### src/rtl/soc_noc_wb_responder.sv
// soc_noc_wb_responder: NoC request packets in, one Wishbone classic
// master cycle per packet, response packet back to the requesting tile.
module soc_noc_wb_responder #(
    parameter int unsigned FLIT_WIDTH = 32,
    parameter logic [4:0]  TILEID     = 5'd0,
    parameter logic [2:0]  CLASS_RES  = 3'h1,
    parameter int unsigned WB_TIMEOUT = 255
) (
    input  logic                  clk,
    input  logic                  rst,
    input  logic [FLIT_WIDTH-1:0] noc_in_flit,
    input  logic                  noc_in_last,
    input  logic                  noc_in_valid,
    output logic                  noc_in_ready,
    output logic [FLIT_WIDTH-1:0] noc_out_flit,
    output logic                  noc_out_last,
    output logic                  noc_out_valid,
    input  logic                  noc_out_ready,
    output logic [31:0]           wbm_adr_o,
    output logic [31:0]           wbm_dat_o,
    output logic [3:0]            wbm_sel_o,
    output logic                  wbm_we_o,
    output logic                  wbm_cyc_o,
    output logic                  wbm_stb_o,
    input  logic [31:0]           wbm_dat_i,
    input  logic                  wbm_ack_i,
    input  logic                  wbm_err_i,
    input  logic                  wbm_rty_i,
    output logic                  drop_o
);

    typedef enum logic [2:0] {
        RX_HDR,
        RX_ADDR,
        RX_DATA,
        DRAIN,
        DRAIN_DONE,
        WB,
        TX_HDR,
        TX_DATA
    } state_t;

    localparam logic [7:0] TIMEOUT = 8'(WB_TIMEOUT);

    state_t      state;
    logic [4:0]  src_q;
    logic        err_q;
    logic [31:0] rdata_q;
    logic [7:0]  cnt_q;

    logic        in_hs;
    logic        out_hs;
    logic        wb_bad;
    logic        wb_done;
    logic        err_nxt;
    logic [7:0]  cnt_inc;
    logic [31:0] rsp_hdr;

    assign in_hs   = noc_in_valid & noc_in_ready;
    assign out_hs  = noc_out_valid & noc_out_ready;
    assign cnt_inc = (cnt_q == 8'hFF) ? cnt_q : cnt_q + 8'd1;
    // err and rty both end the cycle as a failure; err beats a coincident ack
    assign wb_bad  = wbm_err_i | wbm_rty_i;
    assign wb_done = wbm_ack_i | wb_bad | (cnt_inc >= TIMEOUT);
    assign err_nxt = wb_bad | ~wbm_ack_i;
    assign rsp_hdr = {src_q, CLASS_RES, TILEID, wbm_we_o, 17'd0, err_nxt};

    // Packet FSM; every output is a register updated here
    always_ff @(posedge clk or negedge rst) begin
        if (!rst) begin
            state         <= RX_HDR;
            src_q         <= '0;
            err_q         <= 1'b0;
            rdata_q       <= '0;
            cnt_q         <= '0;
            noc_in_ready  <= 1'b0;
            noc_out_flit  <= '0;
            noc_out_last  <= 1'b0;
            noc_out_valid <= 1'b0;
            wbm_adr_o     <= '0;
            wbm_dat_o     <= '0;
            wbm_sel_o     <= '0;
            wbm_we_o      <= 1'b0;
            wbm_cyc_o     <= 1'b0;
            wbm_stb_o     <= 1'b0;
            drop_o        <= 1'b0;
        end else begin
            drop_o <= 1'b0;
            unique case (state)
                RX_HDR: begin
                    noc_in_ready <= 1'b1;
                    if (in_hs) begin
                        src_q     <= noc_in_flit[23:19];
                        wbm_we_o  <= noc_in_flit[18];
                        wbm_sel_o <= noc_in_flit[17:14];
                        if (noc_in_last) begin
                            state        <= DRAIN_DONE;
                            noc_in_ready <= 1'b0;
                            drop_o       <= 1'b1;
                        end else begin
                            state <= RX_ADDR;
                        end
                    end
                end
                RX_ADDR: begin
                    if (in_hs) begin
                        wbm_adr_o <= noc_in_flit;
                        if (noc_in_last) begin
                            noc_in_ready <= 1'b0;
                            if (wbm_we_o) begin
                                state  <= DRAIN_DONE;
                                drop_o <= 1'b1;
                            end else begin
                                state     <= WB;
                                cnt_q     <= '0;
                                wbm_cyc_o <= 1'b1;
                                wbm_stb_o <= 1'b1;
                            end
                        end else begin
                            state <= wbm_we_o ? RX_DATA : DRAIN;
                        end
                    end
                end
                RX_DATA: begin
                    if (in_hs) begin
                        wbm_dat_o <= noc_in_flit;
                        if (noc_in_last) begin
                            state        <= WB;
                            noc_in_ready <= 1'b0;
                            cnt_q        <= '0;
                            wbm_cyc_o    <= 1'b1;
                            wbm_stb_o    <= 1'b1;
                        end else begin
                            state <= DRAIN;
                        end
                    end
                end
                DRAIN: begin
                    if (in_hs && noc_in_last) begin
                        state        <= DRAIN_DONE;
                        noc_in_ready <= 1'b0;
                        drop_o       <= 1'b1;
                    end
                end
                DRAIN_DONE: begin
                    state        <= RX_HDR;
                    noc_in_ready <= 1'b1;
                end
                WB: begin
                    if (wb_done) begin
                        state         <= TX_HDR;
                        wbm_cyc_o     <= 1'b0;
                        wbm_stb_o     <= 1'b0;
                        err_q         <= err_nxt;
                        noc_out_flit  <= rsp_hdr;
                        noc_out_last  <= wbm_we_o;
                        noc_out_valid <= 1'b1;
                        if (wbm_ack_i) begin
                            rdata_q <= wbm_dat_i;
                        end
                    end else begin
                        cnt_q <= cnt_inc;
                    end
                end
                TX_HDR: begin
                    if (out_hs) begin
                        if (wbm_we_o) begin
                            state         <= RX_HDR;
                            noc_in_ready  <= 1'b1;
                            noc_out_flit  <= '0;
                            noc_out_last  <= 1'b0;
                            noc_out_valid <= 1'b0;
                        end else begin
                            state        <= TX_DATA;
                            noc_out_flit <= err_q ? '0 : rdata_q;
                            noc_out_last <= 1'b1;
                        end
                    end
                end
                TX_DATA: begin
                    if (out_hs) begin
                        state         <= RX_HDR;
                        noc_in_ready  <= 1'b1;
                        noc_out_flit  <= '0;
                        noc_out_last  <= 1'b0;
                        noc_out_valid <= 1'b0;
                    end
                end
                default: begin
                    state <= RX_HDR;
                end
            endcase
        end
    end

endmodule
### config.mk
export PLATFORM = sky130hd
export DESIGN_NAME = soc_noc_wb_responder
export DESIGN_NICKNAME = d
export VERILOG_FILES = /design/src/rtl/soc_noc_wb_responder.sv
export SDC_FILE = /design/constraint.sdc
export NUM_CORES = 1
export LEC_CHECK = 0
export BUFFER_PORTS_ARGS = -buffer_cell sky130_fd_sc_hd__buf_2
export CAP_MARGIN = 20
export CORE_MARGIN = 1.5
export CORE_UTILIZATION = 35
export CTS_BUF_LIST = sky130_fd_sc_hd__clkbuf_16
export DETAILED_ROUTE_END_ITERATION = 7
export SLEW_MARGIN = 20
export SYNTH_ARGS = -nofsm -noshare
export SYNTH_HDL_FRONTEND = slang
export SYNTH_SLANG_ARGS = --single-unit
### constraint.sdc
create_clock -name clk -period 3.4 [get_ports clk]
set_input_delay 0.68 -clock clk [delete_from_list [all_inputs] [get_ports clk]]
set_output_delay 0.68 -clock clk [all_outputs]
set_load 0.02 [all_outputs]
==> results.cfg, run 1 <==
[grt]
first_global_vias = 4739
grt_pass1_wl_mm = 25.0
overflow = 0
grt_max_degree = 91
antenna_found_initial = 1
track_usage = 0.164

[sta]
setup_viol = 0
finalCritPeriodShare = 0.763
worst-slew-pin-transition_ns = 0.852
fmaxAchievable_ghz = 0.386
slew_violations = 0
finalSetupTns_ns = 0
slew_headroom = 0.427
rsz0062_at_grt = false
final.min_clock_period_ns = 2.59
fin_skew_ns = 0.00756
hold_viol = 0

[cts]
cts_setup_buffers = 0
htree_levels = 4
root_buffer = clkbuf_16
hold_buffers = 0
clk_latency_ns = 0.42
max-clock-path-buffers = 2
cts_buffers = 17
cts-resized-gates = 0
clk_pin_slew_ns = 0.06
cts.sinks = 155
cts_tree = built

[logic_synthesis]
ys_ff_latch = 155
synthFlopType = dfrtp_1
synth_edf_count = 0
synth_warnings = 0
synth_cell_type_count = 57
synth_nets = 530
synthCells = 457
yosysMostFrequentCell = dfrtp_1
synth.area.top_cells = dfrtp_1 60%, mux2_2 18%, a22o_1 4.5%, nand2_1 1.8%, buf_2 1.1%
synth_area_leader_cell = dfrtp_1
synth_area_mm2 = 0.00642
ys_top_cells_by_count = 155 x dfrtp_1, 102 x mux2_2, 33 x a22o_1
synth_top_area_share = 0.604
synthArstFlopShare = 1.00
postSynthAreaPerCell_um2 = 14.1
ys_seq_area_frac = 0.604

[route]
top_layer = met4
wl_met2_mm = 7.16
via_count = 4485
wirelength_mm = 15.3
drcViolationCount = 0
ant_nets = 0
wl_met3_mm = 1.35
routedWlPerCell_um = 17.3
drt-met1-wl_mm = 6.57
drt-initial-drc-count = 175
viasPerCell = 5.10
drt-pass1-iter-count = 4

[floorplanning]
boundaryPins = 179
die-area_mm2 = 0.0192
start_util = 0.358
fp.dieW_um = 138
core_mm2 = 0.0180
num_rows = 49
die_h_um = 138

[power_and_ir_drop]
powerDensity_mw_per_mm2 = 476
total_leakage_power_nw = 4.41
total_power_mw = 3.88
ir_drop_uv = 331

[placement]
dp_hpwl_mm = 10.8
numPortBuffers = 178
finalWeightedCongestion = 0.809

[run_status]
status = completed

[critical_path]
cp-end-kind = register
critPathMaxFanout = 24
worst_ep_arrival_time_ns = 2.94
required_ns = 3.75
start_kind = register
worstSetupPathType = reg2reg

[cells_and_area]
drive_gt1_frac = 0.523
syn_to_final_growth_pct = 27.0
fillers = 1670
finalNetCount = 711

[flow_run]
maxCapViolations = 0

[min_path]
hold_path.class = in2async
==> through the flow <==
step           hold slack [ns]  setup WS (ns)  instances  cell area, um^2  utilization
2_1_floorplan            0.384           1.29        457             6420            -
3_3_place_gp             0.464          0.900        848             7560        0.421
3_5_place_dp             0.474          0.796        848             7560        0.421
4_1_cts                  0.377          0.797        879             8160        0.454
5_1_grt                  0.410          0.602        879             8160        0.454
6_report                 0.350          0.807        880             8160        0.454
==> final timing paths <==
check | slack, ns | startpoint | depth (start not counted) | to
max | 0.81 | state[2] | 5 | noc_out_flit[8]
min | 0.35 | rst | 1 | wbm_we_o
max reg2reg | 0.81 | state[2] | 5 | noc_out_flit[8]
min reg2reg | 0.48 | rdata_q[4] | 1 | noc_out_flit[4]
max in group asynchronous | 2.22 | rst | 2 | src_q[4]
min in group clk | 0.48 | rdata_q[4] | 1 | noc_out_flit[4]
==> final cells by class <==
cell class              count  area, um^2  area share
clock buffers              17         425      0.0521
flip-flops and latches    155        3880       0.475
repair buffers            186         957       0.117
multi-input cells         275        2420       0.297
well taps                 229         287      0.0351
inverters                   3        11.3     0.00138
clock inverters            14         171      0.0210
diodes                      1        2.50    0.000307
==> flip-flops by register name (all words and copies together) (netlist names) <==
register,flops
wbm_sel_o,4
wbm_dat_o,32
drop_o,1
state,3
src_q,5
noc_out_valid,1
noc_in_ready,1
rdata_q,32
noc_out_flit,32
wbm_we_o,1
wbm_adr_o,32
err_q,1
cnt_q,8
wbm_stb_o,1
noc_out_last,1
==> report_power, final <==
group / total (mW) / internal, mW / switching (mW)
Sequential: 1.85 / 1.84 / 0.00127
Combinational: 0.0919 / 0.0342 / 0.0577
Clock: 1.94 / 1.16 / 0.783
Total: 3.88 / 3.04 / 0.842
==> cell usage in the layout, fill, tap and decap left out, types with 5 or more instances in the layout <==
cell type,count
buf_2,177
dfrtp_1,155
mux2_2,102
a22o_1,33
nand2_1,30
clkbuf_16,17
nor2_1,8
nor3_1,8
buf_4,8
o21ai_0,7
nand3_1,6
a21oi_1,6
a2bb2oi_1,6
o221a_2,5
==> critical path, cell delays in order (launching register included) <==
cell	delay (ns)
dfrtp_1	0.57
nand2_1	0.45
nor2_1	0.23
a21oi_1	0.34
a21boi_4	0.66
a22o_1	0.25
==> cells by family (layout without fill, tap and decap cells) <==
| family | Yosys count | count (layout) | share of synthesized area |
|---|---|---|---|
| XOR/XNOR | 1 | 1 | 0.00136 |
| adder cells (fa/ha/maj) | 1 | 1 | 0.00195 |
| flip-flops | 155 | 155 | 0.604 |
| buffers and inverters | 27 | 220 | 0.0214 |
| other | 0 | 1 | 0 |
| multiplexers | 109 | 109 | 0.193 |
| AO/OA/AOI/OAI | 83 | 83 | 0.112 |
| AND/OR/NAND/NOR | 81 | 81 | 0.0666 |
==> routing by layer <==
layer,vias up,GRT usage
met5,-,0
met4,0,0.0449
met3,17,0.0686
met2,176,0.258
met1,2225,0.209
li1,2067,-
Power figures use the tool's default switching activity.
==> inputs of run 2 (changes only) <==
Settings changed: ABC_AREA from default to 1.
Clock period 3.4 ns to 2.38 ns, I/O delays scaled along.
==> run 2 against run 1 <==
The run now ends with design-rule violations left; critical path depth is 10 higher; combinational power grew to 37 times the previous value; setup slack worse by 0.63 ns; first-iteration DRC count is 47% higher; clock power is 32% higher; clock-buffer cell count stayed put; register-to-register slack worse by 0.63 ns; die area is 0.86% higher; clock skew hardly changed; maximum frequency is 18% higher; critical path type unchanged.
==> results.cfg, run 2 <==
[run_status]
status = finished with violations
violations = design-rule violations

[route]
viasPerCell = 4.66
ant_nets = 0
drt-initial-drc-count = 258
via_count = 5404
drcViolationCount = 6
wirelength_mm = 16.1
drt-pass1-iter-count = 6
routedWlPerCell_um = 13.8

[critical_path]
max_stage_delay_ns = 0.42
required_ns = 2.73
crit_family = simple AND/OR/NAND/NOR gates
crit_top_cell = nand2_1
path_buf_inv = 2
worstSetupPathType = reg2reg
start_kind = register
slowest_stage = dfrtp_1
path_cells = ha_1 > nand2_2 > nor2_4 > nand2_4 > clkinv_2 > nand2_1 > nand2_1 > nand2_1 > nor2_1 > nand2_1 > nand2_1 > nand2_2 > buf_4 > nand3_1 > nand2_1
worst_ep_arrival_time_ns = 2.55
cp-end-kind = register
critPathMaxFanout = 23

[logic_synthesis]
synth_top_area_share = 0.598
synthFlopType = dfrtp_1
synth.area.top_cells = dfrtp_1 60%, nand2_1 16%, o21ai_0 7.7%, nand3_1 5.0%, inv_1 3.4%
synthCells = 739
synth_area_leader_cell = dfrtp_1
synth_cell_type_count = 37
ys_ff_latch = 155
synth_area_mm2 = 0.00648
synth_nets = 812
ys_seq_area_frac = 0.598
synth_edf_count = 0
synthArstFlopShare = 1.00
postSynthAreaPerCell_um2 = 8.77
ys_top_cells_by_count = 270 x nand2_1, 155 x dfrtp_1, 100 x o21ai_0
yosysMostFrequentCell = nand2_1
synth_warnings = 0

[cts]
clk_pin_slew_ns = 0.06
clk_latency_ns = 0.42
root_buffer = clkbuf_16
max-clock-path-buffers = 2
cts_tree = built
cts_setup_buffers = 0
cts_buffers = 17
htree_levels = 4
cts.sinks = 155

[sta]
rsz0062_at_grt = true
fin_skew_ns = 0.00766
setup_viol = 0
finalSetupTns_ns = 0
slew_violations = 0
fmaxAchievable_ghz = 0.454
slew_headroom = 0.610
finalCritPeriodShare = 0.925
hold_viol = 0
final.min_clock_period_ns = 2.20
worst-slew-pin-transition_ns = 0.585

[cells_and_area]
fin_area_mm2 = 0.00823
syn_to_final_growth_pct = 27.0
instances_no_fill = 1160
final_util = 0.455
drive_gt1_frac = 0.258
final_cell_mix = 267 x nand2_1, 177 x buf_2, 155 x dfrtp_1
final_common_cell = nand2_1
antenna_cells = 0
finalNetCount = 991

[placement]
numPortBuffers = 178
dp_hpwl_mm = 11.3
placed_cells = 1125
finalWeightedCongestion = 0.827
dpl_cell_area_mm2 = 0.00763

[power_and_ir_drop]
powerDensity_mw_per_mm2 = 1230
total_leakage_power_nw = 4.54
ir_drop_uv = 525
total_power_mw = 10.1

[grt]
grt_max_degree = 65
overflow = 0
first_global_vias = 5183
grt_pass1_wl_mm = 26.1
antenna_found_initial = 0
track_usage = 0.168

[min_path]
hold_path.class = in2reg

[floorplanning]
fp.dieW_um = 139
die-area_mm2 = 0.0193
core_mm2 = 0.0181
boundaryPins = 179
num_rows = 49
die_h_um = 139
start_util = 0.358

[flow_run]
maxCapViolations = 0
## run 2: logic make-up (layout without fill, tap and decap cells)
family                   after synthesis  after routing  synth area share
AO/OA/AOI/OAI                        115            115            0.0931
XOR/XNOR                               1              1           0.00135
adder cells (fa/ha/maj)                1              1           0.00193
buffers and inverters                 99            289            0.0672
flip-flops                           155            155             0.598
AND/OR/NAND/NOR                      368            370             0.238
## run 2: final cells by class
cell class | instances | area (um^2)
Fill cell | 1805 | 9850
Sequential cell | 155 | 3880
Multi-Input combinational cell | 487 | 2200
Timing Repair Buffer | 196 | 1070
Clock buffer | 17 | 425
Tap cell | 229 | 287
Inverter | 61 | 230
Clock inverter | 15 | 135
## run 2: layer usage
metal	vias up	GRT usage	wire length [um]	share of wire
li1	2720	-	-	-
met1	2506	0.217	7120	0.44
met2	161	0.267	7620	0.47
met3	17	0.0570	1100	0.068
met4	0	0.0554	220	0.014
met5	-	0	0	0
## run 2: tightest hold or removal path, stage by stage
cell     delay [ns]
buf_2          0.07
nand2_1        0.04
nand2_1        0.05
## run 2: through the flow
| stage | setup slack, ns | hold slack [ns] |
|---|---|---|
| 4_1_cts | 0.111 | 0.241 |
| 5_1_grt | -0.0160 | 0.250 |
| 3_3_place_gp | 0.191 | 0.439 |
| 6_report | 0.178 | 0.263 |
| 2_1_floorplan | 0.525 | 0.180 |
| 3_5_place_dp | 0.127 | 0.437 |
## run 2: repair_timing
action                                 CTS  global route
hold buffers                             1             0
resized for setup                        0             2
endpoints found under the hold margin    1             0
setup endpoints to repair                0             9
## run 2: worst paths after layout
check / start / to / slack, ns / cells after the start
max: cnt_q[0] / noc_out_flit[2] / 0.18 / 15
min: wbm_dat_i[2] / rdata_q[2] / 0.26 / 3
max reg2reg: cnt_q[0] / noc_out_flit[2] / 0.18 / 15
min reg2reg: rdata_q[6] / rdata_q[6] / 0.47 / 2
max in group asynchronous: rst / wbm_adr_o[18] / 1.16 / 3
min in group asynchronous: rst / wbm_adr_o[25] / 0.54 / 2
## run 2: report_power, final
part           internal (mW)  total (mW)  leakage (nW)  switching (mW)
sequential              3.60        4.17          2.00           0.570
clock                   1.52        2.57         0.277            1.04
combinational           1.13        3.39          2.26            2.25
